## config.mk

```make
export PLATFORM = sky130hd
export DESIGN_NAME = ins_fetch_unit
export DESIGN_NICKNAME = d
export VERILOG_FILES = /design/src/rtl/ins_fetch_unit.sv
export SDC_FILE = /design/constraint.sdc
export NUM_CORES = 1
export LEC_CHECK = 0
export CORE_ASPECT_RATIO = 1.4
export CORE_MARGIN = 5
export CORE_UTILIZATION = 47
export CTS_BUF_LIST = sky130_fd_sc_hd__clkbuf_16
export DETAILED_ROUTE_END_ITERATION = 10
export PLACE_DENSITY = 0.93
export SKIP_CTS_REPAIR_TIMING = 1
export SYNTH_ARGS = -nofsm -noshare
export SYNTH_HDL_FRONTEND = slang
export SYNTH_SLANG_ARGS = --single-unit
```

## constraint.sdc

```tcl
create_clock -name clk -period 2.9 [get_ports clk]
set_input_delay 0.58 -clock clk [delete_from_list [all_inputs] [get_ports clk]]
set_output_delay 0.58 -clock clk [all_outputs]
set_load 0.05 [all_outputs]
```

## src/rtl/ins_fetch_unit.sv

```systemverilog
// Instruction fetch stage: owns the PC, issues one read at a time and
// parks returned words in a two-slot ping-pong buffer for decode.
module ins_fetch_unit #(
  parameter int                 ADDR_W   = 16,
  parameter logic [ADDR_W-1:0]  RESET_PC = '0
) (
  input  logic              clk,
  input  logic              rst,
  output logic [ADDR_W-1:0] memAddr,
  output logic              memRd,
  input  logic [15:0]       memData,
  input  logic              memValid,
  input  logic              stall,
  input  logic              jump,
  input  logic [ADDR_W-1:0] jumpAddr,
  output logic [15:0]       insIn1,
  output logic [15:0]       insIn2,
  output logic              insel,
  output logic              insValid,
  output logic [ADDR_W-1:0] pcOut
);

  typedef enum logic [1:0] {
    IDLE  = 2'd0,
    WAIT  = 2'd1,
    FLUSH = 2'd2
  } state_t;

  localparam logic [ADDR_W-1:0] PC_ONE = 1;

  state_t state_q;
  state_t state_d;

  logic [ADDR_W-1:0] fetch_pc;
  logic [ADDR_W-1:0] head_pc;
  logic [15:0]       slot0;
  logic [15:0]       slot1;
  logic [1:0]        count;
  logic              sel;

  logic ins_valid;
  logic consume;
  logic issue;
  logic accept;
  logic tail;

  assign ins_valid = (count != 2'd0);
  assign consume   = ins_valid & ~stall & ~jump;
  assign accept    = (state_q == WAIT) & memValid & ~jump;
  assign tail      = sel ^ (count == 2'd1);

  // Nothing is in flight while IDLE, so only buffered words limit issue.
  assign issue = (state_q == IDLE) & ~jump & ~rst & (count < 2'd2);

  always_ff @(posedge clk) begin
    if (rst) begin
      state_q <= IDLE;
    end else begin
      state_q <= state_d;
    end
  end

  always_comb begin
    state_d = state_q;
    unique case (state_q)
      IDLE: begin
        if (issue) state_d = WAIT;
      end
      WAIT: begin
        if (memValid)  state_d = IDLE;
        else if (jump) state_d = FLUSH;
      end
      FLUSH: begin
        if (memValid) state_d = IDLE;
      end
      default: state_d = IDLE;
    endcase
  end

  always_comb begin
    memRd   = issue;
    memAddr = issue ? fetch_pc : '0;
  end

  always_ff @(posedge clk) begin
    if (rst) begin
      fetch_pc <= RESET_PC;
      head_pc  <= RESET_PC;
      slot0    <= '0;
      slot1    <= '0;
      count    <= '0;
      sel      <= 1'b0;
    end else if (jump) begin
      fetch_pc <= jumpAddr;
      head_pc  <= jumpAddr;
      count    <= '0;
      sel      <= 1'b0;
    end else begin
      if (issue) fetch_pc <= fetch_pc + PC_ONE;
      if (accept && !tail) slot0 <= memData;
      if (accept && tail)  slot1 <= memData;
      if (consume) begin
        sel     <= ~sel;
        head_pc <= head_pc + PC_ONE;
      end
      count <= count + {1'b0, accept} - {1'b0, consume};
    end
  end

  assign insIn1   = slot0;
  assign insIn2   = slot1;
  assign insel    = sel;
  assign insValid = ins_valid;
  assign pcOut    = head_pc;

endmodule

```

==> results.txt <==
----------------------------------------------------
[Outcome]
  Status ... finished, final reports clean

[Synth]
  Number of distinct library cells after synthesis ... 46
  Number of cells produced by synthesis ... about 410
  Post-Synthesis Cell Area ... around 0.0033 mm²
  Synthesized netlist net count ... around 450
  Cell taking the most area after synthesis ... dfxtp_1
  Prevailing post-synth register cell ... dfxtp_1
  Syn_area_per_cell ... about 8.2 µm²
  Dominant cells by area after synthesis ... dfxtp_1 41%, a21oi_1 7.4%, nand3_1 6.3%
  Number of enable flip-flop cells after synthesis ... 0
  Warnings, synthesis ... 0
  Total of flip-flops plus latches after synthesis ... roughly 70
  Asr flop ratio synth ... 0%
  Register area share after synthesis ... about 41%
  Top-area cell type share of the netlist area ... between 40% and 50%

[GRT]
  Initial antenna violation count ... 0
  Met2 global-route usage ... roughly 41%
  Grt peak-use layer ... met2
  First-pass GRT wire length ... roughly 17000 µm
  Total routing usage reported by global routing ... 23.7%
  Met1 usage in global routing ... between 20% and 30%
  GR Util met3 ... under 10%
  Maximum number of pins on one net before global-route repair ... 33
  Sum of overflow across all layers after global routing ... 0
  Number of global-route vias before repair ... 3506

[Setup path]
  Start of the worst register-to-register path ... pcOut[2]$_SDFFE_PP0P_
  Slowest cell on the critical path ... clkdlybuf4s50_1
  Cell breakdown of the critical path ... clkdlybuf4s50_1 -> nor3_2 -> buf_4 -> and2_1 -> buf_12
  Critical Path Fanout Max ... 14
  Crit Reg-Reg Endpoint ... pcOut[15]$_SDFFE_PP0P_
  Reg-to-reg slack, setup ... 0.95 ns
  Required time at the endpoint of the critical path ... 2.32 ns
  Worst endpoint data arrival time ... roughly 2.1 ns
  R2R depth ... 4
  Start-to-end type of the worst setup path ... input pin to output pin
  Delay of the slowest cell on the worst path ... around 0.55 ns
  Capturing element type of the critical path ... output pin
  Worst setup SP type ... input pin

[Floorplanning]
  Initial core utilization ... between 40% and 50%
  Count of standard-cell rows ... 36
  Core area ... around 0.0069 mm²
  Die footprint ... 0.00890 mm²
  Number of ports placed on the die boundary ... roughly 100
  Die span in x ... 81.2 µm
  Vertical die dimension ... 110 µm

[Timing]
  Number of failing hold endpoints at the final stage ... 0
  Maximum operating frequency ... 378 MHz
  Final setup vio count ... 0
  Post-route clock period utilization ... approximately nine tenths
  Max transition margin ... between 60% and 70%
  Actual slew at the worst max-slew pin ... ~0.58 ns
  Setup repair after global routing missed its margin ... false
  Count of final max-slew check failures ... 0
  Clk_skew ... 0.00794 ns
  Total Negative Setup Slacks ... 0 ns
  Crit path time final ... between 2 and 3 ns

[Power and ir drop]
  Clk network pwr share ... 40.2%
  Int Pwr ... approximately 0.0017 W
  Power density relative to cell area ... a little under 500 mW/mm²
  Combinational fraction of design power ... 16.2%
  Relative contribution of sequential cells to total power ... between 40% and 50%
  Leak pwr ... between 1.5 and 2 nW
  Switching share of total power ... about 28%
  VDD IR-drop max ... between 0.2 and 0.3 mV
  Net Sw Power ... roughly 0.00065 W

[Drt]
  Residual DRC ... 0
  Final routed wire length divided by cell count ... 16.9 µm
  Final wirelength ... ~10000 µm
  Vias/cell ... between 5 and 6
  Number of routed nets with antenna violations ... 0
  Number of design-rule violations left by the first detailed-router iteration ... 162
  Total number of vias ... 3512
  Number of detailed-routing iterations run before antenna repair ... 5

[Final layout]
  Nets ... about 540
  Most frequent standard cell in the layout excluding fill and tap cells ... clkdlybuf4s50_1
  Final cell utilization of the core ... 70.7%
  Most used cells in the layout excluding fill and tap cells ... 85 x clkdlybuf4s50_1, 69 x dfxtp_1, 49 x a21oi_1
  Antenna Diode Count ... 0
  Proportion of layout cells with a drive suffix above 1 ... ~11%
  Number of cells in the finished layout apart from fillers ... 602
  Area growth from synthesis to final layout ... 47.1%

[Hold path]
  WHS Endpoint ... insIn1[10]$_SDFFE_PP0P_
  Cells on Worst Hold Path ... 2
  Launch instance of the worst min-delay path ... insIn1[10]$_SDFFE_PP0P_
  HP Class ... register to register

[Clock network]
  Clock tree from TritonCTS ... done
  Clock net sink count ... 69
  Max H-tree Level ... 3
  Clk buf depth ... 2
  Clock latency of the later-clocked register in the worst-skew pair ... 0.32 ns
  Root buffer cell ... clkbuf_16
  Clock slew at reported path FFs ... around 0.060 ns
  Inserted Clock Buffers ... 9

[Flow run]
  Max-capacitance violation count ... 0

[Placement]
  # port buffers ... approximately 100
  Final weighted congestion of routability-driven global placement ... 0.918
  Placed insts ... slightly below 600
  Half-perimeter wire length after placement ... between 7000 and 8000 µm

----------------------------------------------------
power by group through the flow:
stage	registers [W]	logic [W]	clock network (W)
global placement	0.00105	0.000372	0
finish	0.00104	0.000383	0.000954
detailed placement	0.00105	0.000380	0
CTS	0.00103	0.000383	0.000972
floorplan	0.00111	0.000147	0
global route	0.00104	0.000407	0.00102
how the worst max path moves through the flow:
stage                     startpoint             endpoint  slack [ns]  cells after the start
after global routing            jump          memAddr[15]        0.18                      4
after floorplan                 jump          memAddr[15]       -0.20                      3
final                           jump           memAddr[2]        0.25                      5
after CTS                       jump           memAddr[2]        0.27                      5
after global placement          jump          memAddr[15]        0.31                      4
after detailed placement        jump  count[1]$_SDFF_PP0_        0.25                     10
layer usage:
metal  up-vias  part of all wire, %
met2       189                   51
met1      1641                   39
met4         0                  2.3
met3        22                  8.2
li1       1660                    -
met5         -                    0
metrics by stage:
| stage | hold slack [ns] | instance area, µm² | setup slack (ns) | total power [W] |
|---|---|---|---|---|
| after CTS | 0.478 | 4900 | 0.274 | 0.00239 |
| final | 0.476 | 4900 | 0.253 | 0.00237 |
| after floorplan | 0.488 | 3330 | -0.202 | 0.00126 |
| after detailed placement | 0.470 | 4650 | 0.249 | 0.00143 |
| after global placement | 0.462 | 4650 | 0.308 | 0.00142 |
| after global routing | 0.498 | 4900 | 0.179 | 0.00247 |
critical path: cells and delay by family:
kind,cells,cell delay [ns]
buf+inv,3,0.95
simple gates,2,0.53
state kept, by name, indices dropped and copies added, names as in the netlist:
register and count:
insIn1 16, insIn2 16, pcOut 16, count 2, insel 1, state_q 2
fetch_pc 16
logic make-up after synthesis:
logic type / share of synthesized area (%)
AOI/OAI and AO/OA: 23.0
muxes: 0.338
xor gates and xnor gates: 5.78
and+or+nand+nor: 21.7
adders and majority gates: 1.50
DFF: 41.4
buffers and inverters: 6.23
layout make-up:
cell class | count | area, µm²
repair buffers | 115 | 1300
inverters | 22 | 82.6
multi-input cells | 286 | 1760
clock inverters | 6 | 32.5
fillers | 552 | 2030
well taps | 95 | 119
flip-flops and latches | 69 | 1380
clock buffers | 9 | 225
synthesized netlist by cell type, types with 2 or more instances:
library cell	n
o21bai_1	2
o31ai_1	2
and4_1	2
nor4_1	11
a21boi_1	2
nor3_2	2
o21a_1	2
inv_1	22
clkbuf_1	22
or3_1	2
and3_1	3
nor3_1	14
and2_1	13
nor2_1	10
a21boi_0	13
a21oi_1	49
xnor2_1	17
buf_1	3
nand3_1	42
o31a_1	12
o21ai_0	35
nand2_1	16
dfxtp_1	69
nand4_1	7
a31oi_1	3
xor2_1	5
ha_1	4
buf_2	4
or2_2	2
No activity file was read; power rests on OpenSTA's default activity.
